[config.mk]
export PLATFORM = sky130hd
export DESIGN_NAME = stall_ctrl
export DESIGN_NICKNAME = d
export VERILOG_FILES = /design/src/rtl/stall_ctrl_pkg.sv /design/src/rtl/stall_ctrl_perf_sat_cnt.sv /design/src/rtl/stall_ctrl.sv
export SDC_FILE = /design/constraint.sdc
export NUM_CORES = 1
export LEC_CHECK = 0
export BUFFER_PORTS_ARGS = -buffer_cell sky130_fd_sc_hd__buf_2
export CORE_MARGIN = 5
export CORE_UTILIZATION = 25
export DETAILED_ROUTE_END_ITERATION = 8
export HOLD_SLACK_MARGIN = 0.1
export PLACE_DENSITY = 0.54
export SLEW_MARGIN = 5
export SYNTH_ARGS = -nofsm -noshare
export SYNTH_HDL_FRONTEND = slang
export SYNTH_HIERARCHICAL = 1
export SYNTH_SLANG_ARGS = --single-unit
[constraint.sdc]
create_clock -name clk -period 2.9 [get_ports clk]
set_input_delay 0 -clock clk [delete_from_list [all_inputs] [get_ports clk]]
set_output_delay 0 -clock clk [all_outputs]
set_load 0.005 [all_outputs]
[src/rtl/stall_ctrl_pkg.sv]
// Shared pipeline-control definitions: stall vector encodings, controller
// state encoding and the default exception handler address.
package stall_ctrl_pkg;

  // Thermometer-coded hold vector: [0] PC, [1] IF/ID, [2] ID/EX, [3] EX/MEM
  localparam logic [3:0] STALL_NONE = 4'b0000;
  localparam logic [3:0] STALL_ID   = 4'b0011;
  localparam logic [3:0] STALL_EX   = 4'b0111;

  localparam logic [31:0] EXC_VECTOR_DEFAULT = 32'h0000_4180;

  typedef enum logic [1:0] {
    ST_RUN     = 2'd0,
    ST_MC_BUSY = 2'd1,
    ST_FLUSH   = 2'd2
  } state_e;

endpackage

[src/rtl/stall_ctrl_perf_sat_cnt.sv]
// Saturating up-counter with synchronous clear; clear wins over increment.
module perf_sat_cnt #(
  parameter int W = 32
) (
  input  logic         clk,
  input  logic         rst_n,
  input  logic         clr_i,
  input  logic         inc_i,
  output logic [W-1:0] cnt_o
);

  logic [W-1:0] cnt_q;

  // Count enabled cycles, holding at all-ones instead of wrapping.
  always_ff @(posedge clk or negedge rst_n) begin
    if (!rst_n) begin
      cnt_q <= '0;
    end else if (clr_i) begin
      cnt_q <= '0;
    end else if (inc_i && (cnt_q != '1)) begin
      cnt_q <= cnt_q + 1'b1;
    end
  end

  assign cnt_o = cnt_q;

endmodule

[src/rtl/stall_ctrl.sv]
// Pipeline stall/flush controller.
//
// state      | meaning
// -----------+-----------------------------------------------------------
// ST_RUN     | normal flow; load-use holds PC+IF/ID, multi-cycle op starts
// ST_MC_BUSY | multi-cycle EX op in progress, PC..ID/EX held
// ST_FLUSH   | one-cycle flush, redirect to exception vector
//
// The first stall cycle of a multi-cycle op is spent in ST_RUN (stall is
// combinational from mc_start), so mc_cnt is loaded with N-2 and the op
// finishes in ST_MC_BUSY when mc_cnt reaches zero: N stall cycles total.
module stall_ctrl
  import stall_ctrl_pkg::*;
#(
  parameter logic [31:0] EXC_VECTOR = EXC_VECTOR_DEFAULT,
  parameter int          CNT_W      = 32
) (
  input  logic             clk,
  input  logic             rst_n,
  input  logic             stallreq_id,
  input  logic             mc_start,
  input  logic [5:0]       mc_cycles,
  input  logic             exc_req,
  input  logic             perf_clr,
  output logic [3:0]       stall,
  output logic             flush,
  output logic [31:0]      new_pc,
  output logic             mc_done,
  output logic             busy,
  output logic [CNT_W-1:0] stall_cnt
);

  state_e      state_q, state_d;
  logic [5:0]  mc_cnt_q, mc_cnt_d;
  logic [3:0]  stall_d;
  logic        mc_done_d;
  logic        flush_q;
  logic [31:0] new_pc_q;

  // Next-state, stall vector and completion pulse; exception overrides all.
  always_comb begin
    state_d   = state_q;
    mc_cnt_d  = mc_cnt_q;
    stall_d   = STALL_NONE;
    mc_done_d = 1'b0;
    case (state_q)
      ST_RUN: begin
        if (mc_start && (mc_cycles != 6'd0)) begin
          stall_d = STALL_EX;
          if (mc_cycles == 6'd1) begin
            mc_done_d = 1'b1;
          end else begin
            state_d  = ST_MC_BUSY;
            mc_cnt_d = mc_cycles - 6'd2;
          end
        end else begin
          // A zero-length op completes immediately and costs no stall.
          if (mc_start) mc_done_d = 1'b1;
          if (stallreq_id) stall_d = STALL_ID;
        end
      end
      ST_MC_BUSY: begin
        stall_d = STALL_EX;
        if (mc_cnt_q == 6'd0) begin
          mc_done_d = 1'b1;
          state_d   = ST_RUN;
        end else begin
          mc_cnt_d = mc_cnt_q - 6'd1;
        end
      end
      ST_FLUSH: begin
        state_d = ST_RUN;
      end
      default: begin
        state_d  = ST_RUN;
        mc_cnt_d = 6'd0;
      end
    endcase
    // An exception aborts any op in flight; its completion is never reported.
    if (exc_req && (state_q != ST_FLUSH)) begin
      state_d   = ST_FLUSH;
      mc_cnt_d  = 6'd0;
      mc_done_d = 1'b0;
    end
  end

  // State, countdown and registered flush/redirect outputs.
  always_ff @(posedge clk or negedge rst_n) begin
    if (!rst_n) begin
      state_q  <= ST_RUN;
      mc_cnt_q <= 6'd0;
      flush_q  <= 1'b0;
      new_pc_q <= 32'h0;
    end else begin
      state_q  <= state_d;
      mc_cnt_q <= mc_cnt_d;
      flush_q  <= (state_d == ST_FLUSH);
      new_pc_q <= (state_d == ST_FLUSH) ? EXC_VECTOR : 32'h0;
    end
  end

  // Combinational outputs are forced quiet while reset is held.
  assign stall   = rst_n ? stall_d : STALL_NONE;
  assign mc_done = rst_n & mc_done_d;
  assign flush   = flush_q;
  assign new_pc  = new_pc_q;
  assign busy    = (state_q == ST_MC_BUSY);

  perf_sat_cnt #(
    .W(CNT_W)
  ) u_perf (
    .clk  (clk),
    .rst_n(rst_n),
    .clr_i(perf_clr),
    .inc_i(stall[0]),
    .cnt_o(stall_cnt)
  );

endmodule
==> results of run 1 <==
flip-flops by register name, indices dropped and copies added (netlist names):
signal	count
mc_cnt_q	6
new_pc	1
state_q	2
u_perf/cnt_o	32
how the worst min path moves through the flow:
stage	to	slack, ps
floorplan	mc_cnt_q[0]	-300
global placement	mc_cnt_q[5]	170
detailed placement	mc_cnt_q[5]	170
CTS	state_q[0]	160
global route	state_q[0]	200
finish	state_q[0]	160
power by group:
group	switching, W	internal [W]
Sequential	0.0000225	0.000591
Combinational	0.000126	0.0000821
Clock	0.000215	0.000338
Total	0.000364	0.00101
synthesized netlist by cell type (2+ instances only):
cell,count
dfrtp_1,41
buf_4,35
nor2_1,35
a21oi_1,17
nand2_1,17
nand3_1,15
xnor2_1,13
inv_1,12
and3_1,7
nand4_1,7
nor2b_1,7
o21ai_0,7
nor3_1,6
xor2_1,6
a211oi_1,5
clkbuf_1,5
mux2_2,5
or3_1,5
nor4_1,4
a21o_1,3
and2_1,3
ha_1,3
nand2b_1,3
nor2_2,3
o31ai_1,3
o41ai_1,3
or4_1,3
a21boi_1,2
a22oi_1,2
a31o_2,2
a31oi_1,2
buf_2,2
mux2i_1,2
nor4_2,2
final cells by class:
type                            count  area (um2)
Fill cell                        1175        7680
Multi-Input combinational cell    247        1560
Sequential cell                    41        1030
Inverter                           13        48.8
Clock buffer                        7         143
Timing Repair Buffer               57         303
Tap cell                          140         175
through the flow:
step	util (%)	total power, W	worst slack, ps
floorplan	-	0.000795	571
global placement	28.3	0.000829	521
detailed placement	28.3	0.000832	488
CTS	29.8	0.00140	489
global route	29.8	0.00145	313
finish	29.8	0.00138	468
routing by layer:
layer / vias to the layer above / track usage, % / routed length [um]
met2: 57 / 17.0 / 3440
met1: 1129 / 14.2 / 3160
met3: 4 / 3.16 / 493
li1: 1149 / - / -
met4: 0 / 3.87 / 72
met5: - / 0 / 0
cells by family after synthesis:
| logic type | count (synthesis) | synth area share (%) |
|---|---|---|
| simple gates | 130 | 26.3 |
| xor+xnor | 19 | 5.91 |
| fa+ha+maj | 3 | 1.33 |
| flops | 41 | 36.4 |
| other cells | 1 | 0.133 |
| compound gates | 57 | 14.6 |
| buf+inv | 55 | 12.1 |
| mux | 8 | 3.24 |
critical path, delay by kind of cell (launching register included):
family / cells / cell delay [ps]
and+or+nand+nor: 4 / 960
AOI/OAI and AO/OA: 2 / 540
DFF: 1 / 450
muxes: 1 / 370
timing repair:
action / in CTS / in global routing
hold endpoints to repair: 43 / 0
buffers inserted: 0 / 0
hold buffers: 2 / 0
gates resized for setup: 0 / 0
==> impl_metrics.prom, run 1 <==
# TYPE chip_impl_metric gauge
chip_impl_info{name="hp-class",value="in2reg"} 1
chip_impl_info{name="launch_point_of_the_worst_hold_path",value="mc_cycles[5]"} 1
chip_impl_info{name="worstSetupPathType",value="reg2reg"} 1
chip_impl_info{name="rsz_0062_raised_after_global_routing",value="false"} 1
chip_impl_metric{name="total_nets_final",unit=""} 380
chip_impl_metric{name="final-setup-viol-count",unit=""} 0
chip_impl_metric{name="slew-limit-headroom",unit="%"} 52.2
chip_impl_metric{name="grt_antenna_before_repair",unit=""} 0
chip_impl_metric{name="ios",unit=""} 83
chip_impl_metric{name="number_of_synthesized_register_bits",unit=""} 41
chip_impl_metric{name="max_stage_delay",unit="ps"} 450
chip_impl_metric{name="gpl.final_weighted_congestion",unit=""} 0.809
chip_impl_info{name="synth_top_flop_cell",value="dfrtp_1"} 1
chip_impl_info{name="critical_path.slowest_cell",value="dfrtp_1"} 1
chip_impl_metric{name="finalCriticalPeriod",unit="ps"} 2430
chip_impl_metric{name="worst-path-max-fanout",unit=""} 19
chip_impl_metric{name="drt-wirelength-per-cell",unit="um"} 14.2
chip_impl_info{name="regToRegEndpoint",value="u_perf/cnt_o[31]"} 1
chip_impl_metric{name="final_hold_viol_count",unit=""} 0
chip_impl_metric{name="yosys.cell_types.count",unit=""} 61
chip_impl_metric{name="flow.area_growth_from_synthesis",unit="%"} 15.5
chip_impl_info{name="synth_area_leaders",value="dfrtp_1 36%, buf_4 9.3%, nor2_1 4.7%"} 1
chip_impl_metric{name="place.port_buffers",unit=""} 52
chip_impl_info{name="mostFrequentLayoutCells",value="52 x buf_2, 41 x dfrtp_1, 35 x nor2_1"} 1
chip_impl_metric{name="power_per_cell_area",unit="nW/um2"} 423
chip_impl_metric{name="r2r_cells",unit=""} 7
chip_impl_metric{name="post_layout_nonfiller_instances",unit=""} 505
chip_impl_metric{name="asyncSetResetFlopFracSynth",unit="%"} 100
chip_impl_metric{name="via_count_of_the_first_global_routing_pass",unit=""} 2316
chip_impl_info{name="critical_path.endpoint_type",value="flip-flop"} 1
chip_impl_metric{name="grt_overflow",unit=""} 0
chip_impl_metric{name="ant_nets",unit=""} 0
chip_impl_metric{name="period_share",unit="%"} 83.9
chip_impl_metric{name="grt_max_degree",unit=""} 43
chip_impl_metric{name="core_outline_area",unit="um2"} 10900
chip_impl_metric{name="worst_ir_drop_vdd",unit="V"} 0.000259
chip_impl_metric{name="placedInstanceArea",unit="um2"} 3090
chip_impl_metric{name="synth.cell_area",unit="um2"} 2820
chip_impl_metric{name="hold_ws",unit="ps"} 164
chip_impl_metric{name="finish.instance_area",unit="um2"} 3250
chip_impl_metric{name="hold_path_depth",unit=""} 5
chip_impl_info{name="cts_tree",value="built"} 1
chip_impl_metric{name="final_layout_size_suffix_gt1_share",unit="%"} 24.1
chip_impl_metric{name="fp.dieArea",unit="um2"} 13500
chip_impl_metric{name="final_number_of_max_transition_violations",unit=""} 0
chip_impl_metric{name="max-clock-path-buffers",unit=""} 2
chip_impl_metric{name="globalRouteTotalUtil",unit="%"} 10.8
chip_impl_metric{name="dr_total_vias",unit=""} 2339
chip_impl_metric{name="fmaxAchievable",unit="GHz"} 0.411
chip_impl_metric{name="rrSetupSlack",unit="ps"} 470
chip_impl_metric{name="synth_edf_count",unit=""} 0
chip_impl_metric{name="clk_pin_slew",unit="ps"} 60
chip_impl_metric{name="antennaDiodeCount",unit=""} 0
chip_impl_metric{name="required",unit="ps"} 3070
chip_impl_metric{name="static-leakage-power",unit="nW"} 1.49
chip_impl_metric{name="detailed_place_hpwl",unit="um"} 5300
chip_impl_info{name="run_status",value="finished, final reports clean"} 1
chip_impl_metric{name="worstPathArrival",unit="ps"} 2600
chip_impl_metric{name="initial_core_util",unit="%"} 25.8
chip_impl_info{name="critPathLaunchType",value="flip-flop"} 1
chip_impl_metric{name="clock_latency_reported_for_the_late_side_of_the_worst_skew_pair",unit="ps"} 280
chip_impl_metric{name="share_of_the_yosys_chip_area_belonging_to_registers",unit="%"} 36.4
chip_impl_metric{name="synth-warning-count",unit=""} 6
chip_impl_info{name="critical_path.endpoint",value="u_perf/cnt_o[31]"} 1
chip_impl_info{name="yosysTopAreaCell",value="dfrtp_1"} 1
chip_impl_metric{name="floorplan.die.width",unit="um"} 116
chip_impl_metric{name="worst_clock_skew",unit="ps"} 4.33
chip_impl_info{name="clk_root_buffer_cell",value="clkbuf_16"} 1
chip_impl_info{name="r2r_start",value="state_q[1]"} 1
chip_impl_metric{name="synth.avg_cell_area",unit="um2"} 8.97
chip_impl_metric{name="route.detailed.drc",unit=""} 0
chip_impl_metric{name="numCtsBuffers",unit=""} 5
chip_impl_metric{name="grt_first_pass_wirelength",unit="um"} 11700
chip_impl_metric{name="via_per_inst",unit=""} 4.63
chip_impl_metric{name="cts_num_sinks",unit=""} 41
chip_impl_metric{name="htreeDepth",unit=""} 2
chip_impl_metric{name="worst_slew_pin_slew",unit="ps"} 711
chip_impl_metric{name="post-synth-top-area-fraction",unit="%"} 36.4
chip_impl_metric{name="number_of_standard_cell_rows_in_the_floorplan",unit=""} 38
chip_impl_info{name="crit_start",value="state_q[1]"} 1
chip_impl_metric{name="drt-pass1-iter-count",unit=""} 4
chip_impl_metric{name="dp.cells",unit=""} 496
chip_impl_metric{name="die_h",unit="um"} 116
chip_impl_info{name="most_frequent_standard_cell_in_the_layout_excluding_fill_and_tap_cells",value="buf_2"} 1
chip_impl_metric{name="routed_wl",unit="um"} 7160
chip_impl_metric{name="detailed_router_s_first_iteration_violation_count",unit=""} 182
chip_impl_metric{name="finalSetupTns",unit="ps"} 0
chip_impl_metric{name="drv_cap",unit=""} 0
chip_impl_metric{name="synthCells",unit=""} 314
chip_impl_info{name="worstPathCellList",value="nand2b_1 > a31oi_1 > and3_1 > nand4_1 > a21o_1 > nor4_1 > mux2_2"} 1
(Power assumes the default switching activity.)
==> run 2, diff against run 1 <==
Settings changed: PLACE_DENSITY 0.54 to 0.55.
Clock period 2.9 ns to 2.2 ns, I/O delays scaled along.
==> run 2 against run 1 <==
Effect of this change: fmax grew 17%; hold slack lost 23 ps; global-route usage shrank 0.20 points; critical path depth grew 1; routed wire length shrank 0.45%; worst setup slack lost 350 ps; first-iteration DRC count shrank 51%; clock-buffer cell count is the same; sequential power grew 31%; critical path type unchanged.
==> impl_metrics.prom, run 2 (synthesis results as in run 1) <==
# TYPE chip_impl_metric gauge
chip_impl_info{name="rsz_0062_raised_after_global_routing",value="false"} 1
chip_impl_metric{name="power_frac_seq",unit="%"} 44.1
chip_impl_metric{name="initial_core_util",unit="%"} 25.8
chip_impl_info{name="most_frequent_standard_cell_in_the_layout_excluding_fill_and_tap_cells",value="buf_2"} 1
chip_impl_metric{name="power_per_cell_area",unit="nW/um2"} 538
chip_impl_metric{name="total_nets_final",unit=""} 397
chip_impl_metric{name="route.detailed.drc",unit=""} 0
chip_impl_metric{name="netSwitchingPower",unit="W"} 0.000488
chip_impl_metric{name="slew-limit-headroom",unit="%"} 61.4
chip_impl_metric{name="finish.instance_area",unit="um2"} 3410
chip_impl_metric{name="max_stage_delay",unit="ps"} 460
chip_impl_metric{name="worst-path-max-fanout",unit=""} 9
chip_impl_metric{name="grt_max_degree",unit=""} 43
chip_impl_info{name="hp-class",value="in2reg"} 1
chip_impl_metric{name="grt_overflow",unit=""} 0
chip_impl_metric{name="share_comb_of_total_power",unit="%"} 15.8
chip_impl_metric{name="final_number_of_max_transition_violations",unit=""} 0
chip_impl_metric{name="worst_clock_skew",unit="ps"} 5.33
chip_impl_metric{name="via_count_of_the_first_global_routing_pass",unit=""} 2385
chip_impl_metric{name="required",unit="ps"} 2410
chip_impl_metric{name="place.port_buffers",unit=""} 52
chip_impl_metric{name="final_layout_size_suffix_gt1_share",unit="%"} 28.3
chip_impl_metric{name="worst_slew_pin_slew",unit="ps"} 574
chip_impl_metric{name="antennaDiodeCount",unit=""} 0
chip_impl_info{name="critical_path.endpoint_type",value="flip-flop"} 1
chip_impl_metric{name="flow.area_growth_from_synthesis",unit="%"} 20.9
chip_impl_metric{name="detailed_place_hpwl",unit="um"} 5490
chip_impl_info{name="run_status",value="finished, final reports clean"} 1
chip_impl_metric{name="number_of_standard_cell_rows_in_the_floorplan",unit=""} 38
chip_impl_metric{name="nFillCells",unit=""} 1191
chip_impl_info{name="critical_path.slowest_cell",value="or4_1"} 1
chip_impl_metric{name="gpl.final_weighted_congestion",unit=""} 0.809
chip_impl_metric{name="floorplan.die.width",unit="um"} 116
chip_impl_metric{name="finalSetupTns",unit="ps"} 0
chip_impl_info{name="worstSetupPathType",value="reg2reg"} 1
chip_impl_metric{name="drt-pass1-iter-count",unit=""} 4
chip_impl_metric{name="core_outline_area",unit="um2"} 10900
chip_impl_metric{name="dr_total_vias",unit=""} 2438
chip_impl_metric{name="globalRouteTotalUtil",unit="%"} 10.6
chip_impl_metric{name="ant_nets",unit=""} 0
chip_impl_info{name="clk_root_buffer_cell",value="clkbuf_16"} 1
chip_impl_info{name="critPathLaunchType",value="flip-flop"} 1
chip_impl_metric{name="max-clock-path-buffers",unit=""} 2
chip_impl_metric{name="routed_wl",unit="um"} 7130
chip_impl_metric{name="fmaxAchievable",unit="GHz"} 0.481
chip_impl_metric{name="detailed_router_s_first_iteration_violation_count",unit=""} 89
chip_impl_metric{name="clk_pin_slew",unit="ps"} 60
chip_impl_metric{name="placedInstanceArea",unit="um2"} 3230
chip_impl_metric{name="grt_antenna_before_repair",unit=""} 0
chip_impl_metric{name="numCtsBuffers",unit=""} 5
chip_impl_metric{name="die_h",unit="um"} 116
chip_impl_metric{name="largest_register_ffs",unit=""} 32
chip_impl_metric{name="final-setup-viol-count",unit=""} 0
chip_impl_metric{name="drt-wirelength-per-cell",unit="um"} 13.7
chip_impl_metric{name="pwr-share-clk",unit="%"} 40.1
chip_impl_metric{name="fp.dieArea",unit="um2"} 13500
chip_impl_metric{name="grt_first_pass_wirelength",unit="um"} 11500
chip_impl_metric{name="worstPathArrival",unit="ps"} 2290
chip_impl_metric{name="cts_setup_buffers",unit=""} 0
chip_impl_metric{name="cts_num_sinks",unit=""} 41
chip_impl_metric{name="final_hold_viol_count",unit=""} 0
chip_impl_metric{name="power.internal",unit="W"} 0.00134
chip_impl_metric{name="via_per_inst",unit=""} 4.67
chip_impl_info{name="mostFrequentLayoutCells",value="52 x buf_2, 41 x dfrtp_1, 35 x nor2_1"} 1
chip_impl_metric{name="finalCriticalPeriod",unit="ps"} 2080
chip_impl_metric{name="clock_latency_reported_for_the_late_side_of_the_worst_skew_pair",unit="ps"} 280
chip_impl_metric{name="sw_frac_of_total",unit="%"} 26.7
chip_impl_metric{name="static-leakage-power",unit="nW"} 1.58
chip_impl_metric{name="htreeDepth",unit=""} 2
chip_impl_metric{name="period_share",unit="%"} 94.5
chip_impl_metric{name="report.power.total",unit="W"} 0.00183
chip_impl_info{name="worstPathCellList",value="nand2b_4 > a31oi_4 > and3_1 > nand4_1 > a21o_2 > buf_4 > or4_1 > a21oi_1"} 1
chip_impl_metric{name="ios",unit=""} 83
chip_impl_info{name="cts_tree",value="built"} 1
chip_impl_metric{name="drv_cap",unit=""} 0
chip_impl_metric{name="worst_ir_drop_vdd",unit="V"} 0.000273
## run 2: cell count changes in the layout (fill, tap and decap cells not counted)
| cell | change |
|---|---|
| a21o_1 | -1 |
| a21o_2 | +1 |
| a31oi_1 | -1 |
| a31oi_4 | +1 |
| buf_4 | +17 |
| nand2b_1 | -1 |
| nand2b_4 | +1 |
## run 2: final cells by class
class / instances / area [um2] / area share, %
clock buffer: 7 / 143 / 4.19
sequential: 41 / 1030 / 30.1
timing repair buffer: 74 / 430 / 12.6
inverter: 13 / 48.8 / 1.43
tap: 140 / 175 / 5.14
multi-input combinational: 247 / 1580 / 46.5
## run 2: power groups by stage
stage	Combinational, W	Clock (W)	Sequential [W]
after floorplan	0.000233	0	0.000819
after global placement	0.000283	0	0.000819
after detailed placement	0.000286	0	0.000820
after CTS	0.000290	0.000755	0.000807
after global routing	0.000325	0.000783	0.000811
final	0.000289	0.000734	0.000807
## run 2: path summary, 6_finish.rpt
path,from,to,slack (ps),cells after the start
worst max-delay path,state_q[1],u_perf/cnt_o[23],120,8
worst max register to register,state_q[1],u_perf/cnt_o[23],120,8
min in group asynchronous,rst_n,mc_cnt_q[5],390,3
worst min-delay path,mc_cycles[5],state_q[0],140,5
max in group asynchronous,rst_n,state_q[0],1380,3
worst min register to register,mc_cnt_q[1],mc_cnt_q[1],570,2
## run 2: per-layer routing
| layer | routed length, um | global-route usage (%) | part of all wire [%] |
|---|---|---|---|
| met2 | 3490 | 18.3 | 49 |
| met3 | 434 | 2.12 | 6.1 |
| met4 | 66 | 2.94 | 0.93 |
| met1 | 3140 | 13.6 | 44 |
| met5 | 0 | 0 | 0 |
## run 2: repair_timing
action | CTS | global route
resized for setup | 0 | 2
hold buffers | 2 | 0
endpoints found under the setup margin | 0 | 4
endpoints found under the hold margin | 43 | 0
## run 2: through the flow
step	setup WS, ps	utilization [%]	instances	hold WS, ps
after CTS	29.0	31.1	522	131
after detailed placement	53.6	29.6	513	177
final	120	31.1	522	141
after floorplan	2.18	-	343	-296
after global routing	31.4	31.1	522	184
after global placement	117	29.6	513	181
## run 2: critical path, delay by kind of cell, from the launching register on
kind	cells	cell delay, ps
buf+inv	1	170
simple gates	4	910
compound gates	3	550
flops	1	380
==> run 3, diff against run 2 <==
Settings changed: PLACE_DENSITY 0.55 to 0.53.
==> run 3 against run 2 <==
Effect of this change: first-iteration DRC count up 69%; combinational power about the same; highest routed layer unchanged; sequential share of layout area is 0.27 points lower; largest cell class unchanged; critical path type unchanged; power down 1.6%; final cell count increased by 0.96%; routed wire length up 0.28%; hold slack got worse by 12 ps; die area unchanged; clock skew rose by 1.7 ps.
==> impl_metrics.prom, run 3 (synthesis results as in run 1) <==
# TYPE chip_impl_metric gauge
chip_impl_info{name="run_status",value="finished, final reports clean"} 1
chip_impl_info{name="cts_tree",value="built"} 1
chip_impl_metric{name="via_count_of_the_first_global_routing_pass",unit=""} 2345
chip_impl_metric{name="die_h",unit="um"} 116
chip_impl_info{name="clk_root_buffer_cell",value="clkbuf_16"} 1
chip_impl_metric{name="finish.instance_area",unit="um2"} 3440
chip_impl_metric{name="htreeDepth",unit=""} 2
chip_impl_info{name="critical_path.slowest_cell",value="dfrtp_1"} 1
chip_impl_metric{name="detailed_place_hpwl",unit="um"} 5420
chip_impl_metric{name="grt_max_degree",unit=""} 43
chip_impl_metric{name="grt_first_pass_wirelength",unit="um"} 11500
chip_impl_metric{name="dr_total_vias",unit=""} 2484
chip_impl_metric{name="clock_latency_reported_for_the_late_side_of_the_worst_skew_pair",unit="ps"} 280
chip_impl_metric{name="multi_input_comb_area",unit="um2"} 1590
chip_impl_metric{name="grt_overflow",unit=""} 0
chip_impl_metric{name="max_stage_delay",unit="ps"} 410
chip_impl_info{name="critPathLaunchType",value="flip-flop"} 1
chip_impl_metric{name="finalSetupTns",unit="ps"} 0
chip_impl_metric{name="cts_setup_buffers",unit=""} 0
chip_impl_metric{name="worstPathArrival",unit="ps"} 2260
chip_impl_metric{name="initial_core_util",unit="%"} 25.8
chip_impl_metric{name="worst-path-max-fanout",unit=""} 10
chip_impl_metric{name="floorplan.die.width",unit="um"} 116
chip_impl_metric{name="critPathBufInv",unit=""} 1
chip_impl_info{name="most_frequent_standard_cell_in_the_layout_excluding_fill_and_tap_cells",value="buf_2"} 1
chip_impl_metric{name="static-leakage-power",unit="nW"} 1.60
chip_impl_info{name="worstSetupPathType",value="reg2reg"} 1
chip_impl_metric{name="place.port_buffers",unit=""} 52
chip_impl_metric{name="power_per_cell_area",unit="nW/um2"} 524
chip_impl_metric{name="globalRouteTotalUtil",unit="%"} 10.6
chip_impl_metric{name="fp.dieArea",unit="um2"} 13500
chip_impl_metric{name="total_nets_final",unit=""} 401
chip_impl_metric{name="placedInstanceArea",unit="um2"} 3260
chip_impl_metric{name="period_share",unit="%"} 95.5
chip_impl_metric{name="slew-limit-headroom",unit="%"} 60.8
chip_impl_metric{name="worst_clock_skew",unit="ps"} 7.00
chip_impl_metric{name="numCtsBuffers",unit=""} 5
chip_impl_metric{name="via_per_inst",unit=""} 4.71
chip_impl_metric{name="drv_cap",unit=""} 0
chip_impl_metric{name="gpl.final_weighted_congestion",unit=""} 0.762
chip_impl_info{name="worstPathCellList",value="ha_1 > nand4_1 > nor4_2 > buf_4 > a31oi_4 > and3_4 > mux2_4"} 1
chip_impl_info{name="critical_path.endpoint_type",value="flip-flop"} 1
chip_impl_metric{name="ant_nets",unit=""} 0
chip_impl_metric{name="routed_wl",unit="um"} 7150
chip_impl_metric{name="worst_slack",unit="ps"} 98.4
chip_impl_metric{name="final-setup-viol-count",unit=""} 0
chip_impl_metric{name="max-clock-path-buffers",unit=""} 2
chip_impl_metric{name="route.detailed.drc",unit=""} 0
chip_impl_metric{name="worst_slew_pin_slew",unit="ps"} 587
chip_impl_metric{name="final_hold_viol_count",unit=""} 0
chip_impl_metric{name="ios",unit=""} 83
chip_impl_metric{name="largest_register_ffs",unit=""} 32
chip_impl_metric{name="layout.area.seq",unit="um2"} 1030
chip_impl_metric{name="fmaxAchievable",unit="GHz"} 0.476
chip_impl_metric{name="post_layout_nonfiller_instances",unit=""} 527
chip_impl_metric{name="worst_ir_drop_vdd",unit="V"} 0.000238
chip_impl_metric{name="antennaDiodeCount",unit=""} 0
chip_impl_metric{name="core_outline_area",unit="um2"} 10900
chip_impl_metric{name="finalCriticalPeriod",unit="ps"} 2100
chip_impl_metric{name="grt_antenna_before_repair",unit=""} 0
chip_impl_metric{name="final_number_of_max_transition_violations",unit=""} 0
chip_impl_metric{name="place_worst_setup_slack",unit="ps"} 27.9
chip_impl_metric{name="final_layout_size_suffix_gt1_share",unit="%"} 28.9
chip_impl_metric{name="required",unit="ps"} 2360
chip_impl_info{name="hp-class",value="in2reg"} 1
chip_impl_metric{name="cts_num_sinks",unit=""} 41
chip_impl_info{name="cp_top_family",value="simple AND/OR/NAND/NOR gates"} 1
chip_impl_metric{name="number_of_standard_cell_rows_in_the_floorplan",unit=""} 38
chip_impl_metric{name="dp.cells",unit=""} 517
chip_impl_metric{name="drt-wirelength-per-cell",unit="um"} 13.6
chip_impl_metric{name="drt-pass1-iter-count",unit=""} 4
chip_impl_metric{name="detailed_router_s_first_iteration_violation_count",unit=""} 150
chip_impl_metric{name="nFillCells",unit=""} 1182
chip_impl_metric{name="flow.area_growth_from_synthesis",unit="%"} 22.0
chip_impl_metric{name="clk_pin_slew",unit="ps"} 60
chip_impl_info{name="mostFrequentLayoutCells",value="52 x buf_2, 41 x dfrtp_1, 35 x nor2_1"} 1
==> run 3: cell count changes in the layout (fill, tap and decap cells not counted), sizes merged <==
cell    delta
buf        +4
clkbuf     +1
==> run 3: area by class of cell <==
cell class / count / area share, %
Clock buffer: 8 / 3.97
Inverter: 13 / 1.42
Multi-Input combinational cell: 247 / 46.3
Sequential cell: 41 / 29.9
Tap cell: 140 / 5.10
Timing Repair Buffer: 78 / 13.4
==> run 3: repair_timing <==
item | CTS | global route
hold endpoints to repair | 43 | 0
endpoints found under the setup margin | 0 | 10
hold buffers | 2 | 0
gates resized for setup | 0 | 4
==> run 3: worst reg2reg max path, cell delays in order, from the launching register on <==
cell and delay [ps]:
dfrtp_1 410, ha_1 230, nand4_1 170, nor4_2 300, buf_4 200, a31oi_4 160
and3_4 240, mux2_4 280
==> run 3: per-stage QoR <==
step,power [W],utilization [%],hold WS [ps]
2_1_floorplan,0.00105,-,-296
3_3_place_gp,0.00110,29.9,200
3_5_place_dp,0.00111,29.9,193
4_1_cts,0.00183,31.3,126
5_1_grt,0.00190,31.4,181
6_report,0.00180,31.4,129
==> run 3: worst paths after layout <==
path	end	slack (ps)	start	cells past startpoint
min in group asynchronous	u_perf/cnt_o[12]	430	rst_n	3
max in group asynchronous	mc_cnt_q[3]	1380	rst_n	3
worst min register to register	mc_cnt_q[0]	590	mc_cnt_q[0]	2
worst max-delay path	u_perf/cnt_o[3]	100	u_perf/cnt_o[0]	7
worst min-delay path	state_q[0]	130	mc_cycles[1]	5
worst max register to register	u_perf/cnt_o[3]	100	u_perf/cnt_o[0]	7
==> run 3: report_power, final <==
part / leakage (nW) / internal [W] / switching (W)
Sequential: 0.563 / 0.000780 / 0.0000283
Clock: 0.0652 / 0.000422 / 0.000282
Combinational: 0.969 / 0.000117 / 0.000172
==> run 3: metal layers <==
metal / global-route usage, % / part of all wire [%]
met1: 13.7 / 44
met2: 17.9 / 48
met3: 2.18 / 5.9
met4: 3.40 / 1.5
met5: 0 / 0
